**src/rtl/denise_pkg.sv**
```systemverilog
// Shared constants for the Denise collision detector: register addresses and
// CLXDAT bit positions.
package denise_pkg;

  localparam logic [8:1] CLXDAT_ADR  = 8'h07;
  localparam logic [8:1] CLXCON_ADR  = 8'h4C;
  localparam logic [8:1] CLXCON2_ADR = 8'h87;

  localparam int unsigned CLX_EVEN_ODD = 0;
  localparam int unsigned CLX_ODD_S0   = 1;
  localparam int unsigned CLX_ODD_S1   = 2;
  localparam int unsigned CLX_ODD_S2   = 3;
  localparam int unsigned CLX_ODD_S3   = 4;
  localparam int unsigned CLX_EVEN_S0  = 5;
  localparam int unsigned CLX_EVEN_S1  = 6;
  localparam int unsigned CLX_EVEN_S2  = 7;
  localparam int unsigned CLX_EVEN_S3  = 8;
  localparam int unsigned CLX_S0_S1    = 9;
  localparam int unsigned CLX_S0_S2    = 10;
  localparam int unsigned CLX_S0_S3    = 11;
  localparam int unsigned CLX_S1_S2    = 12;
  localparam int unsigned CLX_S1_S3    = 13;
  localparam int unsigned CLX_S2_S3    = 14;

endpackage

```
**src/rtl/denise_collision_eval.sv**
```systemverilog
// Combinational per-pixel collision evaluation: bitplane match against CLXCON
// enables/values and sprite-group overlap.
module denise_collision_eval
  import denise_pkg::*;
(
  input  logic [7:0]  bpldata_i,
  input  logic [15:0] sprdata_i,
  input  logic [3:0]  ensp_i,
  input  logic [7:0]  enbp_i,
  input  logic [7:0]  mvbp_i,
  output logic [14:0] clx_o
);

  logic [7:0] match;
  logic       odd;
  logic       even;
  logic [3:0] sg;

  always_comb begin
    match = ~enbp_i | ~(bpldata_i ^ mvbp_i);
    // Plane 1 is bit 0, so "odd" planes sit on even indices.
    odd   = match[0] & match[2] & match[4] & match[6];
    even  = match[1] & match[3] & match[5] & match[7];

    sg = '0;
    for (int g = 0; g < 4; g++) begin
      sg[g] = (|sprdata_i[4*g +: 2]) | (ensp_i[g] & (|sprdata_i[4*g+2 +: 2]));
    end

    clx_o = '0;
    clx_o[CLX_EVEN_ODD] = even & odd;
    for (int g = 0; g < 4; g++) begin
      clx_o[CLX_ODD_S0 + g]  = odd & sg[g];
      clx_o[CLX_EVEN_S0 + g] = even & sg[g];
    end
    clx_o[CLX_S0_S1] = sg[0] & sg[1];
    clx_o[CLX_S0_S2] = sg[0] & sg[2];
    clx_o[CLX_S0_S3] = sg[0] & sg[3];
    clx_o[CLX_S1_S2] = sg[1] & sg[2];
    clx_o[CLX_S1_S3] = sg[1] & sg[3];
    clx_o[CLX_S2_S3] = sg[2] & sg[3];
  end

endmodule

```
**src/rtl/denise_collision.sv**
```systemverilog
// Denise sprite/playfield collision detector: two-stage pixel pipeline feeding
// sticky CLXDAT flags that clear on read.
module denise_collision
  import denise_pkg::*;
#(
  parameter bit AGA = 1'b1
) (
  input  logic        clk,
  input  logic        reset_n,
  input  logic        clk7_en,
  input  logic        pix_en,
  input  logic        disp_win,
  input  logic [8:1]  reg_address_in,
  input  logic [15:0] data_in,
  input  logic        rd,
  input  logic        wr,
  input  logic [7:0]  bpldata,
  input  logic [15:0] sprdata,
  output logic [15:0] data_out
);

  logic [3:0]  ensp_q, ensp_d;
  logic [7:0]  enbp_q, enbp_d;
  logic [7:0]  mvbp_q, mvbp_d;
  logic [7:0]  bpl_q;
  logic [15:0] spr_q;
  logic        vld_q;
  logic [14:0] clx_q, clx_d;
  logic [14:0] c;
  logic [14:0] hit;
  logic        clxcon_wr;
  logic        clxcon2_wr;
  logic        clx_rd;

  denise_collision_eval u_eval (
    .bpldata_i (bpl_q),
    .sprdata_i (spr_q),
    .ensp_i    (ensp_q),
    .enbp_i    (enbp_q),
    .mvbp_i    (mvbp_q),
    .clx_o     (c)
  );

  always_comb begin
    clxcon_wr  = clk7_en & wr & (reg_address_in == CLXCON_ADR);
    clxcon2_wr = clk7_en & wr & (reg_address_in == CLXCON2_ADR) & AGA;
    clx_rd     = clk7_en & rd & (reg_address_in == CLXDAT_ADR);

    ensp_d = ensp_q;
    enbp_d = enbp_q;
    mvbp_d = mvbp_q;
    if (clxcon_wr) begin
      ensp_d = data_in[15:12];
      enbp_d = {2'b00, data_in[11:6]};
      mvbp_d = {2'b00, data_in[5:0]};
    end else if (clxcon2_wr) begin
      enbp_d[7:6] = data_in[7:6];
      mvbp_d[7:6] = data_in[1:0];
    end

    hit = vld_q ? c : '0;
    // Clear-then-set so a collision landing on the read edge survives.
    clx_d = clx_rd ? hit : (clx_q | hit);

    data_out = (clx_rd && reset_n) ? {1'b1, clx_q} : '0;
  end

  always_ff @(posedge clk or negedge reset_n) begin
    if (!reset_n) begin
      ensp_q <= '0;
      enbp_q <= '0;
      mvbp_q <= '0;
      bpl_q  <= '0;
      spr_q  <= '0;
      vld_q  <= 1'b0;
      clx_q  <= '0;
    end else begin
      ensp_q <= ensp_d;
      enbp_q <= enbp_d;
      mvbp_q <= mvbp_d;
      bpl_q  <= bpldata;
      spr_q  <= sprdata;
      vld_q  <= pix_en & disp_win;
      clx_q  <= clx_d;
    end
  end

endmodule

```
**config.mk**
```make
export PLATFORM = sky130hd
export DESIGN_NAME = denise_collision
export DESIGN_NICKNAME = d
export VERILOG_FILES = /design/src/rtl/denise_pkg.sv /design/src/rtl/denise_collision_eval.sv /design/src/rtl/denise_collision.sv
export SDC_FILE = /design/constraint.sdc
export NUM_CORES = 1
export LEC_CHECK = 0
export BUFFER_PORTS_ARGS = -buffer_cell sky130_fd_sc_hd__buf_4
export CORE_MARGIN = 4
export CORE_UTILIZATION = 46
export DETAILED_ROUTE_END_ITERATION = 8
export PLACE_DENSITY_LB_ADDON = 0.12
export SETUP_SLACK_MARGIN = 0.2
export SYNTH_ARGS = -nofsm -noshare
export SYNTH_HDL_FRONTEND = slang
export SYNTH_HIERARCHICAL = 1
export SYNTH_SLANG_ARGS = --single-unit
```
**constraint.sdc**
```tcl
create_clock -name clk -period 1.2 [get_ports clk]
set_clock_uncertainty 0.05 [all_clocks]
set_input_delay 0.06 -clock clk [delete_from_list [all_inputs] [get_ports clk]]
set_output_delay 0.06 -clock clk [all_outputs]
set_load 0.02 [all_outputs]
```
==> metrics <==
status=finished, violations left; failing checks=negative hold slack, negative setup slack; largest net degree at the start of global routing=52; commonest cells in the netlist=dfrtp_1 (60), a22o_1 (16), mux2_2 (16), and3_1 (15), nor2_1 (15); register bit total from synthesis=60; Critical Path RT=1.09 ns; crit end category=output port; Tot GR Track Use=20.8%; Rel. slew slack=62.0%; most used cell, CP=buf_6; Synth Flop Type=dfrtp_1; row cnt=25; Clk pwr share=40.6%; Filler Cell Count=289; syn avg cell area=13.4 µm²; MaxCap Viol Count=0; top cells by area, synth=dfrtp_1 (63%), mux2_2 (7.5%), a22o_1 (5.9%); Cells after Synth=179; depth of the worst register-to-register path=5; Num CTS Buffers=9; RSZ-0062 raised after global routing=yes; area of the die=6420 µm²; Worst EP arrival=1.29 ns; vias per cell=5.14; Ys Warns=6; post-synthesis adder-cell area fraction=0%; antenna cells=0; HP Class=primary input to async pin; Fin Hold WS=-0.0284 ns; via count=1988; worst-case clock buffer depth=2; input/output buffers=70; post-synthesis mux area share=7.54%; CP max stage delay=0.31 ns; Setup CP Type=primary input to output port; first-pass GRT wire length=9.92 mm; Die W=80.1 µm; top-area cell type share of the netlist area=62.8%; fin. max-slew vios=0; DRC=0; Seq pwr share=48.4%; Yosys cell types=24; final worst path period share=116%; synth-to-layout area growth=65.9%; measured slew at the worst slew-check pin=0.570 ns; post-synthesis xor/xnor area fraction=2.93%; grt ovf=0; count leader, synth=dfrtp_1; non-filler cells, final=387; setup slack, reg-to-reg=-0.10 ns; final hold vios=9; post-layout min period=1.40 ns; area leader, netlist=dfrtp_1; Post-DP HPWL=3.59 mm; Clock transition at path regs=0.06 ns; CP max stage cell=nor4_4; Leak=0.00192 µW; power density over the cells=1110 nW/µm²; Logic pwr share=11.0%; initial antenna violation count=0; worst setup margin=-0.198 ns; area occupied by multi-input gates=967 µm²; sequential fraction of the synthesis area=62.8%; critical path depth=7; Tot Pwr=4410 µW; layout cells sized above 1=47.8%; Post-synth EDFFs=0; fmax=715 MHz; Initial Util=49.0%; synthesized area=2390 µm²; core area=4880 µm²; Crit path buffers/inverters=4; Register Area=1500 µm²; drt total wl=6.24 mm; Clock Latency Late Sink=0.33 ns; Net Count, Synth=234; vias in the first global route=2105; clock root cell=clkbuf_8; Total Nets Final=372; post-synthesis compound-gate area fraction=9.63%; Final GP Congestion=0.757; Die Y=80.1 µm; CP Launch Type=primary input; Iter 0 DRT Violations=159; DRT Pass-1 Iters=4; Wirelength per Cell=16.1 µm; Setup violations, final=31; crit-path leading delay family=simple AND/OR/NAND/NOR gates; placed cell area=3140 µm²; main combinational cell family by area after synthesis=simple AND/OR/NAND/NOR gates; Psw=973 µW; TritonCTS clock tree=built; reg2reg start=spr_q[3]; Setup TNS Final=-4.15 ns; critical-path cell list=buf_6 -> nand4b_1 -> buf_4 -> nor4_4 -> buf_6 -> and3_4 -> buf_6; ys async rst share=100%; largest fanout on the critical path=8; sw frac=22.1%; H-tree levels=3; Inst Count DP=327; post-route ant nets=0; Num Clock Sinks=60; Worst IR Drop VDD=901 µV; P_int=3440 µW; num ports=71; number of hold buffers added after CTS=43; FF-to-FF End=clx_q[5]; final instance area=3970 µm²; Simple-Gate Fraction of Synth Area=15.1%
## placed cells by master (no fill, tap or decap), types with 2 or more instances in the layout
cell type and n:
a22o_1 16, a22oi_2 3, and2_1 3, and3_1 2
and3_4 12, and4bb_2 3, buf_12 2, buf_4 68
buf_6 20, clkbuf_8 11, dfrtp_1 60, dlygate4sd3_1 42
inv_1 4, mux2_2 16, nand2_1 4, nand2_2 2
nand4_1 4, nand4bb_1 2, nor2_1 8, nor2_2 5
nor2_4 2, nor3_2 4, o211ai_1 4, o21a_1 4
xor2_1 8
## how the worst max path moves through the flow
| stage | from | slack, ns | endpoint |
|---|---|---|---|
| final | reg_address_in[8] | -0.20 | data_out[7] |
| after global routing | reg_address_in[8] | -0.24 | data_out[12] |
| after CTS | reg_address_in[7] | -0.15 | data_out[4] |
| after detailed placement | reg_address_in[7] | -0.22 | clx_q[9] |
| after global placement | reg_address_in[7] | -0.20 | clx_q[9] |
| after floorplan | reg_address_in[7] | -0.13 | clx_q[10] |
## power groups by stage
stage	Combinational (µW)	Sequential [µW]	Clock (µW)
global route	530	2140	1920
floorplan	105	2150	0
finish	485	2140	1790
detailed placement	339	2170	0
CTS	460	2130	1830
global placement	331	2170	0
## sequential cells by signal, indices dropped and copies added, names as in the netlist
name    cells
clx_q      15
mvbp_q      8
spr_q      16
ensp_q      4
enbp_q      8
bpl_q       8
vld_q       1
## kinds of logic (layout without fill, tap and decap cells)
logic type      Yosys count  in the layout
flops                    60             60
simple gates             57             57
compound gates           28             28
mux                      16             16
buf+inv                  10            151
xor+xnor                  8              8
## metrics by stage
step	setup WS [ns]	utilization (%)
floorplan	-0.131	-
global placement	-0.201	64.3
detailed placement	-0.220	64.3
CTS	-0.154	78.3
global route	-0.242	81.3
finish	-0.198	81.3
## layout make-up
| cell class | count | area share [%] |
|---|---|---|
| inverter | 4 | 0.379 |
| multi-input combinational | 109 | 24.4 |
| clock inverter | 2 | 0.883 |
| tap | 67 | 2.11 |
| timing repair buffer | 133 | 30.5 |
| clock buffer | 12 | 3.91 |
| sequential | 60 | 37.9 |
## per-layer routing
| layer | vias up | GRT usage [%] | part of all wire (%) | routed length (µm) |
|---|---|---|---|---|
| met3 | 11 | 5.27 | 5.5 | 343 |
| li1 | 926 | - | - | - |
| met5 | - | 0 | 0 | 0 |
| met4 | 0 | 10.3 | 1.7 | 107 |
| met2 | 80 | 35.1 | 53 | 3310 |
| met1 | 971 | 24.6 | 40 | 2490 |
## repair_timing
| item | CTS | global route |
|---|---|---|
| cloned | 0 | 1 |
| resized for setup | 17 | 33 |
| endpoints found under the hold margin | 105 | 2 |
| setup endpoints to repair | 31 | 82 |
| pin swaps | 23 | 7 |
| setup buffers | 1 | 1 |
Power figures use the tool's default switching activity.
